### src/rtl/matrix_result_printer.sv
// ============================================================================
// matrix_result_printer
// Prints an up-to-5x5 matrix of 16-bit unsigned values as ASCII decimal text,
// one CR LF terminated line per row, over a valid/ready byte stream.
// Revision: 1.0
// ============================================================================
`default_nettype none

module matrix_result_printer (
  input  logic         clk,
  input  logic         rst_n,
  input  logic         start,
  input  logic [399:0] matrix_flat,
  input  logic [2:0]   m,
  input  logic [2:0]   n,
  output logic [7:0]   tx_data,
  output logic         tx_valid,
  input  logic         tx_ready,
  output logic         busy,
  output logic         done,
  output logic         err
);

  typedef enum logic [2:0] {
    S_IDLE     = 3'd0,
    S_CONVERT  = 3'd1,
    S_EMIT_DIG = 3'd2,
    S_EMIT_SP  = 3'd3,
    S_EMIT_CR  = 3'd4,
    S_EMIT_LF  = 3'd5,
    S_FINISH   = 3'd6
  } state_t;

  state_t         r_state,    w_state_nxt;
  logic [399:0]   r_mat,      w_mat_nxt;
  logic [2:0]     r_m,        w_m_nxt;
  logic [2:0]     r_n,        w_n_nxt;
  logic [2:0]     r_row,      w_row_nxt;
  logic [2:0]     r_col,      w_col_nxt;
  logic [3:0]     r_bitcnt,   w_bitcnt_nxt;
  logic [15:0]    r_shift,    w_shift_nxt;
  logic [19:0]    r_bcd,      w_bcd_nxt;
  logic [2:0]     r_dig,      w_dig_nxt;
  logic [7:0]     r_tx_data,  w_tx_data_nxt;
  logic           r_tx_valid, w_tx_valid_nxt;
  logic           r_busy,     w_busy_nxt;
  logic           r_done,     w_done_nxt;
  logic           r_err,      w_err_nxt;

  logic [19:0]    w_adj;
  logic [19:0]    w_bcd_step;
  logic [2:0]     w_lead;
  logic [7:0]     w_lead_char;
  logic [2:0]     w_dig_sel;
  logic [7:0]     w_dig_char;
  logic [2:0]     w_ld_row;
  logic [2:0]     w_ld_col;
  logic [4:0]     w_idx;
  logic [15:0]    w_ld_val;
  logic           w_fire;
  logic           w_dims_bad;

  // One double-dabble step: add 3 to every digit >= 5, then shift in next bit.
  always_comb begin
    w_adj = r_bcd;
    for (int i = 0; i < 5; i++) begin
      if (r_bcd[i*4 +: 4] >= 4'd5) w_adj[i*4 +: 4] = r_bcd[i*4 +: 4] + 4'd3;
    end
    w_bcd_step = (w_adj << 1) | {19'd0, r_shift[15]};
  end

  always_comb begin
    w_lead = 3'd0;
    for (int i = 1; i < 5; i++) begin
      if (w_bcd_step[i*4 +: 4] != 4'd0) w_lead = 3'(i);
    end
    w_lead_char = 8'h30 + {4'h0, w_bcd_step[{w_lead, 2'b00} +: 4]};
    w_dig_sel   = r_dig - 3'd1;
    w_dig_char  = 8'h30 + {4'h0, r_bcd[{w_dig_sel, 2'b00} +: 4]};
  end

  // Element fetched when (re)entering CONVERT from a separator state.
  always_comb begin
    w_ld_row = (r_state == S_EMIT_LF) ? r_row + 3'd1 : r_row;
    w_ld_col = (r_state == S_EMIT_SP) ? r_col + 3'd1 : 3'd0;
    w_idx    = {2'b00, w_ld_row} * {2'b00, r_n} + {2'b00, w_ld_col};
    w_ld_val = r_mat[{w_idx, 4'b0000} +: 16];
  end

  assign w_fire     = r_tx_valid & tx_ready;
  assign w_dims_bad = (m == 3'd0) || (m > 3'd5) || (n == 3'd0) || (n > 3'd5);

  always_comb begin
    w_state_nxt    = r_state;
    w_mat_nxt      = r_mat;
    w_m_nxt        = r_m;
    w_n_nxt        = r_n;
    w_row_nxt      = r_row;
    w_col_nxt      = r_col;
    w_bitcnt_nxt   = r_bitcnt;
    w_shift_nxt    = r_shift;
    w_bcd_nxt      = r_bcd;
    w_dig_nxt      = r_dig;
    w_tx_data_nxt  = r_tx_data;
    w_tx_valid_nxt = r_tx_valid;
    w_busy_nxt     = r_busy;
    w_done_nxt     = 1'b0;
    w_err_nxt      = 1'b0;

    case (r_state)
      S_IDLE: begin
        if (start) begin
          w_mat_nxt    = matrix_flat;
          w_m_nxt      = m;
          w_n_nxt      = n;
          w_row_nxt    = 3'd0;
          w_col_nxt    = 3'd0;
          w_bitcnt_nxt = 4'd0;
          w_bcd_nxt    = 20'd0;
          w_shift_nxt  = matrix_flat[15:0];
          if (w_dims_bad) begin
            w_state_nxt = S_FINISH;
            w_busy_nxt  = 1'b0;
            w_done_nxt  = 1'b1;
            w_err_nxt   = 1'b1;
          end else begin
            w_state_nxt = S_CONVERT;
            w_busy_nxt  = 1'b1;
          end
        end
      end

      S_CONVERT: begin
        w_shift_nxt  = {r_shift[14:0], 1'b0};
        w_bcd_nxt    = w_bcd_step;
        w_bitcnt_nxt = r_bitcnt + 4'd1;
        if (r_bitcnt == 4'd15) begin
          w_state_nxt    = S_EMIT_DIG;
          w_dig_nxt      = w_lead;
          w_tx_data_nxt  = w_lead_char;
          w_tx_valid_nxt = 1'b1;
        end
      end

      S_EMIT_DIG: begin
        if (w_fire) begin
          if (r_dig == 3'd0) begin
            if (r_col < r_n - 3'd1) begin
              w_state_nxt   = S_EMIT_SP;
              w_tx_data_nxt = 8'h20;
            end else begin
              w_state_nxt   = S_EMIT_CR;
              w_tx_data_nxt = 8'h0D;
            end
          end else begin
            w_dig_nxt     = w_dig_sel;
            w_tx_data_nxt = w_dig_char;
          end
        end
      end

      S_EMIT_SP: begin
        if (w_fire) begin
          w_state_nxt    = S_CONVERT;
          w_col_nxt      = w_ld_col;
          w_shift_nxt    = w_ld_val;
          w_bcd_nxt      = 20'd0;
          w_bitcnt_nxt   = 4'd0;
          w_tx_valid_nxt = 1'b0;
        end
      end

      S_EMIT_CR: begin
        if (w_fire) begin
          w_state_nxt   = S_EMIT_LF;
          w_tx_data_nxt = 8'h0A;
        end
      end

      S_EMIT_LF: begin
        if (w_fire) begin
          w_col_nxt      = 3'd0;
          w_tx_valid_nxt = 1'b0;
          if (r_row < r_m - 3'd1) begin
            w_state_nxt  = S_CONVERT;
            w_row_nxt    = w_ld_row;
            w_shift_nxt  = w_ld_val;
            w_bcd_nxt    = 20'd0;
            w_bitcnt_nxt = 4'd0;
          end else begin
            w_state_nxt = S_FINISH;
            w_busy_nxt  = 1'b0;
            w_done_nxt  = 1'b1;
          end
        end
      end

      S_FINISH: begin
        w_state_nxt = S_IDLE;
      end

      default: begin
        w_state_nxt    = S_IDLE;
        w_tx_valid_nxt = 1'b0;
        w_busy_nxt     = 1'b0;
      end
    endcase
  end

  always_ff @(posedge clk or negedge rst_n) begin
    if (!rst_n) begin
      r_state    <= S_IDLE;
      r_mat      <= '0;
      r_m        <= 3'd0;
      r_n        <= 3'd0;
      r_row      <= 3'd0;
      r_col      <= 3'd0;
      r_bitcnt   <= 4'd0;
      r_shift    <= 16'd0;
      r_bcd      <= 20'd0;
      r_dig      <= 3'd0;
      r_tx_data  <= 8'd0;
      r_tx_valid <= 1'b0;
      r_busy     <= 1'b0;
      r_done     <= 1'b0;
      r_err      <= 1'b0;
    end else begin
      r_state    <= w_state_nxt;
      r_mat      <= w_mat_nxt;
      r_m        <= w_m_nxt;
      r_n        <= w_n_nxt;
      r_row      <= w_row_nxt;
      r_col      <= w_col_nxt;
      r_bitcnt   <= w_bitcnt_nxt;
      r_shift    <= w_shift_nxt;
      r_bcd      <= w_bcd_nxt;
      r_dig      <= w_dig_nxt;
      r_tx_data  <= w_tx_data_nxt;
      r_tx_valid <= w_tx_valid_nxt;
      r_busy     <= w_busy_nxt;
      r_done     <= w_done_nxt;
      r_err      <= w_err_nxt;
    end
  end

  assign tx_data  = r_tx_data;
  assign tx_valid = r_tx_valid;
  assign busy     = r_busy;
  assign done     = r_done;
  assign err      = r_err;

endmodule

`default_nettype wire

### config.mk
export PLATFORM = sky130hd
export DESIGN_NAME = matrix_result_printer
export DESIGN_NICKNAME = d
export VERILOG_FILES = /design/src/rtl/matrix_result_printer.sv
export SDC_FILE = /design/constraint.sdc
export NUM_CORES = 1
export LEC_CHECK = 0
export CAP_MARGIN = 25
export CORE_UTILIZATION = 30
export CTS_BUF_LIST = sky130_fd_sc_hd__clkbuf_8
export CTS_CLUSTER_DIAMETER = 120
export DETAILED_ROUTE_END_ITERATION = 8
export PLACE_DENSITY = 0.5
export SETUP_SLACK_MARGIN = 0.5
export SKIP_LAST_GASP = 1
export SLEW_MARGIN = 20
export SYNTH_ARGS = -nofsm -noshare
export SYNTH_HDL_FRONTEND = slang
export SYNTH_SLANG_ARGS = --single-unit
### constraint.sdc
create_clock -name clk -period 14.15 [get_ports clk]
set_input_delay 2.1225 -clock clk [delete_from_list [all_inputs] [get_ports clk]]
set_output_delay 2.1225 -clock clk [all_outputs]
set_load 0.05 [all_outputs]
# Word-level counts from Yosys, hierarchy flattened

Cells that the tools add are included.

Register bits: 470
Logic and storage cells: 160
Input bits: 410

Magnitude comparators: 9
Multipliers: 1
Bitwise operators: 4
Mux-type cells: 68
Reductions and logical operators: 28
Shifts and indexed selects: 3
Equality and inequality tests: 18
Add/subtract/negate cells: 14

Operators with widths:

| kind                  | count |
|---|---|
| $shiftx A400 B10 Y16  | 1 |
| $mux W20              | 4 |
| $pmux W20 S4          | 1 |
| $mux W3               | 24 |
| $mux W16              | 4 |
| $pmux W16 S4          | 1 |
| $shiftx A20 B6 Y4     | 2 |
| $mux W4               | 8 |
| $mux W8               | 4 |
| $pmux W8 S3           | 1 |
| $ge A4 B3 Y1 const B  | 5 |
| $or A20 B1 Y20        | 1 |
| $reduce_and A4 Y1     | 5 |
| $reduce_bool A4 Y1    | 5 |
| $ne A2 B2 Y1 const B  | 9 |
| $pmux W3 S6           | 1 |
| $add A4 B2 Y4 const B | 4 |
| $pmux W4 S4           | 1 |
| $add A6 B4 Y7 const A | 2 |
| $logic_not A3 Y1      | 4 |
| $mux W1               | 12 |
| $pmux W3 S2           | 2 |
| $eq A3 B3 Y1 const B  | 3 |
| $pmux W3 S3           | 1 |
| 27 further kinds      | 40 |

# Logic depth before layout (Yosys ltp)

Gate-level depths: netlist of run 1.

Word-level depth: 12
Gate-level depth with buffers: 19

# Worst setup path before layout of run 1

OpenSTA, ideal clock, no wires.

Path type: reg-to-reg
Start point: register r_state[1]
End point: register r_shift[10]
Stages on the path, launching flop included: 18
Data required time: 14.024 ns
Path slack: 9.445 ns
Arrival time: 4.579 ns
Buffers on the path: 5
Library setup time: 0.126 ns
Cells stage by stage: dfrtp_1 > buf_2 > clkbuf_1 > nor2_1 > nand2_1 > mux2i_1 > nand2b_1 > fa_1 > fa_1 > inv_1 > fa_1 > buf_2 > buf_2 > clkbuf_1 > mux4_2 > a222oi_1 > mux2i_1 > a221o_1

Word-level cells in the longest chain between the ends: 8
Elaborated cells on any way between the ends: 19
Those cells by class: add/sub (1); mul (1); eq/ne (7); shift (1); mux (6); reduce/logical (3)

Ends and longest elaborated chain:

| what                   | RTL line | text |
|---|---|---|
| from (decl)            | 34       | `state_t r_state, w_state_nxt;` |
| from (signal assigned) | 228      | `r_state <= w_state_nxt;` |
| $eq A3 B3 Y1           | 84, 110  |  |
| $mux W3                | 84       | `w_ld_row = (r_state == S_EMIT_LF) ? r_row + 3'd1 : r_row;` |
| $mul A3 B3 Y5          | 86       | `w_idx = {2'b00, w_ld_row} * {2'b00, r_n} + {2'b00, w_ld_col};` |
| $add A5 B3 Y5          | 86       |  |
| $shiftx A400 B10 Y16   | 87       | `w_ld_val = r_mat[{w_idx, 4'b0000} +: 16];` |
| $mux W16               | 184      | `if (r_row < r_m - 3'd1) begin` |
| $mux W16               | 181      | `if (w_fire) begin` |
| $pmux W16 S4           | 110      | `case (r_state)` |
| to (signal assigned)   | 235      | `r_shift <= w_shift_nxt;` |
| to (decl)              | 41       | `logic [15:0] r_shift, w_shift_nxt;` |

Several ways; a longest one is shown, not always the timed one. The select of a mux whose other input is x is not followed.
A chain may end at the register's enable or synchronous reset.

# Final worst setup path of run 1

Start point: register r_state[0]
End point: register r_shift[15]

Same word-level chain as after synthesis.

==> results_dict.tcl, run 1 <==
set metrics [dict create \
    cp.arrival_ns 7.33 \
    drt_iter0_drc 873 \
    boundaryPins 422 \
    clk_path_buf_depth 3 \
    ant_nets 0 \
    clock_sinks 468 \
    finalCritPeriodShare_pct 48.1 \
    via_per_inst 5.04 \
    wirelength_um 76000 \
    yosysWarnings 0 \
    max_freq_ghz 0.147 \
    cp-end-kind "register" \
    grt_max_degree 105 \
    crit_end "r_shift[15]" \
    ys_ff_latch 468 \
    cts_resized 0 \
    clock-root-buffer "clkbuf_8" \
    setup_tns_ns 0 \
    yosysUniqueCellTypes 76 \
    placed_area_sq_um 27800 \
    post_cts_buffers 0 \
    die_h_um 278 \
    min_period_ns 6.80 \
    synth_area_sq_um 22800 \
    use_met1_pct 24.4 \
    die_area_sq_um 77100 \
    drt_drc_violations_left 0 \
    dr.pass1.iters 8 \
    ys.flop_type "dfrtp_1" \
    grt_pass1_vias 16878 \
    cts_buffers 88 \
    tritoncts "built" \
    leakage_nw 12.0 \
    avgSynthCellArea_sq_um 14.0 \
    htreeDepth 3 \
    syn_to_final_growth_pct 30.5 \
    min_from "r_dig[1]" \
    clk_pin_slew_worst_paths_ns 0.06 \
    status "completed" \
    fin_area_sq_um 29800 \
    synthCells 1631 \
    place_congestion 0.825 \
    antenna_found_initial 31 \
    synth.top_cell.area_share_pct 51.4 \
    cp-start-kind "register" \
    track_usage_pct 19.8 \
    gr-total-overflow 0 \
    ys_top_cells_by_area "dfrtp_1 51%, mux2_2 20%, mux4_2 9.7%, mux2i_1 1.6%, ha_1 1.6%" \
    worstHoldPathType "register to register" \
    ys_seq_area_share_pct 51.4 \
    yosys-top-cells-count "468 x dfrtp_1, 404 x mux2_2, 98 x mux4_2" \
    finalSetupViolCount 0 \
    clk_latency_ns 0.68 \
    die_w_um 278 \
    drv_cap 0 \
    r2r_cells 16 \
    synth.most_common_cell "dfrtp_1" \
    final_nets 2488 \
    finalPower_mw 6.81 \
    p_per_area_nw_per_um2 229 \
    hpwl_um 56800 \
    vias 15604 \
    timing.rr.end "r_shift[15]" \
    slew_violations 0 \
    grt-busiest-layer "met2" \
    slew_headroom_pct 32.6 \
    ir_drop_v 0.0000862 \
    port-buffer-count 419 \
    synth_edf_count 0 \
    worstMarginPinSlew_ns 1.01 \
    core_sq_um 74800 \
    grt_pass1_wl_um 113000 \
    rows 100 \
    r2r_slack_ns 7.35 \
    start_util_pct 30.5 \
    cp_max_fo 58 \
    cp-startpoint "r_state[0]" \
    drive_above_1_share_pct 32.3 \
    async_flop_share_pct 100 \
    required_ns 14.68 \
    skew_ns 0.0329 \
    cts_hold_buffers 0 \
    met3_usage_pct 5.53 \
    rsz0062_at_grt "no" \
    r2r_start "r_state[0]" \
    grt_util_met2_pct 33.6 \
    synth_largest_area_cell "dfrtp_1" \
    wire_per_inst_um 24.6 \
    path_class "register to register" \
    hold_viol_final 0 \
]
flip-flops by register name (all words and copies together), names as in the netlist, 4 cells and up:
| signal | cells |
|---|---|
| r_bcd | 20 |
| r_shift | 16 |
| r_mat | 400 |
| r_bitcnt | 4 |
| tx_data | 6 |
power breakdown:
part           leakage [nW]  internal [mW]  switching (mW)
registers              5.63           1.99           0.408
logic                  5.34           1.57            1.47
clock network          1.07          0.769           0.608
critical path: stages (launching register included):
cell and delay [ns]:
dfrtp_1 0.81, inv_2 0.24, nor2_1 0.33, nand2_1 0.21, mux2i_1 0.32, nand2b_1 0.19
fa_1 0.44, fa_1 0.50, inv_1 0.07, fa_4 1.07, buf_4 0.72, clkinv_1 0.73
and2_1 0.34, a211oi_1 0.25, a31oi_1 0.08, mux2i_1 0.17, o221ai_1 0.14
stage by stage:
| stage | cells | util [%] | worst slack [ns] | hold slack [ns] |
|---|---|---|---|---|
| 6_report | 3095 | 39.8 | 7.35 | 0.493 |
| 5_1_grt | 3093 | 39.8 | 6.92 | 0.509 |
| 4_1_cts | 3084 | 39.7 | 7.42 | 0.499 |
| 3_5_place_dp | 2924 | 37.2 | 7.41 | 0.485 |
| 3_3_place_gp | 2924 | 37.2 | 7.58 | 0.471 |
| 2_1_floorplan | 1632 | - | 9.45 | 0.451 |
routing by layer:
layer | vias up | part of all wire (%) | routed length [um]
met5 | - | 0.29 | 224
met4 | 38 | 2.1 | 1630
met3 | 126 | 6.2 | 4710
met2 | 441 | 50 | 38000
met1 | 8009 | 41 | 31500
li1 | 6990 | - | -
logic make-up after synthesis:
group	synth area share [%]
xor gates and xnor gates	0.801
AOI/OAI and AO/OA	6.90
adders and majority gates	1.86
and+or+nand+nor	4.69
muxes	31.4
other	0.0165
DFF	51.4
buffers and inverters	2.99
layout make-up:
type | instances | area [sq um]
Fill cell | 7014 | 45100
Timing Repair Buffer | 438 | 4370
Multi-Input combinational cell | 1020 | 10500
Inverter | 30 | 113
Tap cell | 969 | 1210
Clock inverter | 45 | 283
Clock buffer | 115 | 1580
Antenna cell | 10 | 25.0
Sequential cell | 468 | 11700
worst min-delay path by stage:
stage	endpoint	slack, ns	cells past startpoint
after global routing	r_mat[354]	0.51	1
after detailed placement	r_dig[1]	0.49	2
after CTS	r_dig[1]	0.50	2
final	r_dig[1]	0.49	2
after global placement	r_bitcnt[2]	0.47	1
after floorplan	r_bitcnt[2]	0.45	1
placed cells by master, fill, tap and decap left out, types with 4 or more instances in the layout:
| cell type | n |
|---|---|
| nor2b_1 | 7 |
| a221o_1 | 15 |
| a22oi_1 | 17 |
| a222oi_1 | 15 |
| ha_1 | 27 |
| buf_4 | 17 |
| a211oi_1 | 6 |
| clkdlybuf4s50_1 | 418 |
| clkinv_2 | 12 |
| dfrtp_1 | 468 |
| o21a_1 | 7 |
| o21ai_1 | 8 |
| mux4_2 | 98 |
| nor2_1 | 50 |
| and3_1 | 4 |
| o21ai_0 | 45 |
| nor3b_1 | 5 |
| nand2_1 | 54 |
| mux2i_1 | 37 |
| diode_2 | 10 |
| clkbuf_8 | 115 |
| and2_1 | 8 |
| a21o_1 | 7 |
| nor3_1 | 48 |
| a221oi_1 | 4 |
| a31oi_1 | 7 |
| a21oi_1 | 23 |
| inv_1 | 52 |
| nand3_1 | 7 |
| xnor2_1 | 10 |
| or3_1 | 6 |
| nand2b_1 | 12 |
| a211o_1 | 17 |
| a22o_1 | 8 |
| o31ai_1 | 4 |
| mux2_2 | 404 |
Note: power is estimated with default switching activity, not from simulation.
==> run 2, diff against run 1 <==
Settings changed: PLACE_DENSITY 0.5 to 0.52.
Clock period 14.15 ns to 5.9 ns, I/O delays scaled along.
==> run 2 against run 1 <==
  * Combinational power rose by 150%
  * Highest routed layer unchanged
  * Sequential share of layout area decreased by 0.063 points
  * Wire length fell by 1.1%
  * Global-route usage shrank 0.21 points
  * Clock skew fell by 0.010 ns
  * Final cell count down 0.13%
  * Register-to-register slack got worse by 6.7 ns
  * Critical endpoint is now r_shift[5]
  * Setup slack got worse by 6.7 ns
  * Critical path depth is 1 lower
==> results_dict.tcl, run 2 (synthesized netlist as in run 1, its figures left out) <==
set metrics [dict create \
    dr.pass1.iters 6 \
    gr-total-overflow 0 \
    layout_common_cells "468 x dfrtp_1, 418 x clkdlybuf4s50_1, 404 x mux2_2, 108 x clkbuf_8, 98 x mux4_2" \
    drt_iter0_drc 1225 \
    r2r_start "r_state[0]" \
    required_ns 6.44 \
    worstHoldPathType "input pin to asynchronous set/reset pin" \
    cp.arrival_ns 5.74 \
    die_w_um 278 \
    leakage_nw 12.0 \
    tritoncts "built" \
    p_clk_share_pct 19.2 \
    cp-startpoint "r_state[0]" \
    drive_above_1_share_pct 32.7 \
    ant_nets 0 \
    vias 15860 \
    p_per_area_nw_per_um2 548 \
    syn_to_final_growth_pct 30.7 \
    p_sw_share_pct 36.2 \
    max_freq_ghz 0.192 \
    setup_tns_ns 0 \
    cp_max_fo 53 \
    seq_power_share_pct 35.3 \
    wire_per_inst_um 24.3 \
    skew_ns 0.0228 \
    worstMarginPinSlew_ns 0.986 \
    cp-start-kind "register" \
    start_util_pct 30.5 \
    p_switching_mw 5.91 \
    grt_max_degree 147 \
    port-buffer-count 419 \
    track_usage_pct 19.5 \
    hpwl_um 56200 \
    p_int_mw 10.4 \
    clk_latency_ns 0.67 \
    core_sq_um 74800 \
    final_util_pct 39.8 \
    ir_drop_v 0.000222 \
    min_period_ns 5.20 \
    via_per_inst 5.13 \
    status "completed" \
    htreeDepth 3 \
    clock_sinks 468 \
    path_class "register to register" \
    finalCritPeriodShare_pct 88.1 \
    die_area_sq_um 77100 \
    combPwrFrac_pct 45.5 \
    reg_top3 "r_mat x400, r_bcd x20, r_shift x16" \
    crit_end "r_shift[5]" \
    place_congestion 0.841 \
    grt_pass1_wl_um 112000 \
    clk_path_buf_depth 3 \
    drt_drc_violations_left 0 \
    cts_buffers 88 \
    die_h_um 278 \
    grt_pass1_vias 17062 \
    r2r_cells 15 \
    r2r_slack_ns 0.70 \
    rows 100 \
    clock-root-buffer "clkbuf_8" \
    slew_violations 0 \
    finalSetupViolCount 0 \
    rsz0062_at_grt "no" \
    final_nets 2501 \
    antenna_found_initial 14 \
    timing.rr.end "r_shift[5]" \
    mostFrequentLayoutCell "dfrtp_1" \
    cp-end-kind "register" \
    slew_headroom_pct 34.3 \
    cts_hold_buffers 0 \
    largest_reg_flops 400 \
    hold_viol_final 0 \
    drv_cap 0 \
    wirelength_um 75200 \
    clk_pin_slew_worst_paths_ns 0.06 \
    regMostFlops "r_mat" \
    boundaryPins 422 \
]
run 2: changes by cell type in the layout (fill, tap and decap cells not counted), sizes merged:
cell	change
buf	+13
clkbuf	-7
inv	-6
diode	-5
clkinvlp	+3
clkinv	-2
run 2: worst min-delay path by stage:
stage / start / end / slack, ns
floorplan: r_bitcnt[2] / r_bitcnt[2] / 0.45
global placement: r_bitcnt[2] / r_bitcnt[2] / 0.47
detailed placement: r_dig[1] / r_dig[1] / 0.48
CTS: rst_n / r_mat[195] / 0.24
global route: rst_n / r_mat[229] / 0.27
finish: rst_n / r_mat[229] / 0.22
run 2: timing repair:
item | in CTS | in global routing
setup endpoints to repair | 0 | 15
gates resized for setup | 0 | 4
setup buffers | 0 | 2
run 2: worst max-delay path, stage by stage (launching register included):
cell	delay, ns
dfrtp_1	0.35
inv_2	0.11
nor2_1	0.26
nand2_1	0.20
mux2i_1	0.28
nand2b_1	0.17
fa_1	0.45
fa_1	0.52
inv_1	0.08
fa_4	0.90
buf_12	0.29
mux4_2	0.37
mux2i_1	0.39
a211o_1	0.24
mux2i_1	0.08
a221o_1	0.34
run 2: stage by stage:
step	total power, mW	cells	setup WS [ns]	cell area, sq um	hold slack [ns]
6_report	16.3	3091	0.700	29800	0.222
5_1_grt	17.4	3089	0.511	29800	0.268
4_1_cts	16.6	3084	0.548	29800	0.236
3_5_place_dp	13.3	2936	0.571	28000	0.476
3_3_place_gp	13.2	2935	0.631	28000	0.469
2_1_floorplan	10.6	1632	1.20	22800	0.451
run 2: power groups by stage:
stage	clock network, mW	registers [mW]	logic, mW
global placement	0	5.80	7.36
detailed placement	0	5.80	7.51
finish	3.13	5.77	7.44
floorplan	0	5.38	5.27
CTS	3.26	5.76	7.55
global route	3.39	5.95	8.03
run 2: final cells by class:
| class | instances | area, sq um |
|---|---|---|
| Clock inverter | 40 | 236 |
| Fill cell | 7045 | 45000 |
| Tap cell | 969 | 1210 |
| Sequential cell | 468 | 11700 |
| Antenna cell | 5 | 12.5 |
| Clock buffer | 108 | 1490 |
| Timing Repair Buffer | 451 | 4560 |
| Inverter | 30 | 116 |
| Multi-Input combinational cell | 1020 | 10500 |
run 2: per-layer routing:
metal  vias up  part of all wire (%)  global-route usage, %
li1       6995                     -                      -
met5         -                  0.13                      0
met4        14                   2.4                   5.48
met2       476                    48                   31.9
met3       112                   5.7                   4.78
met1      8263                    44                   25.7
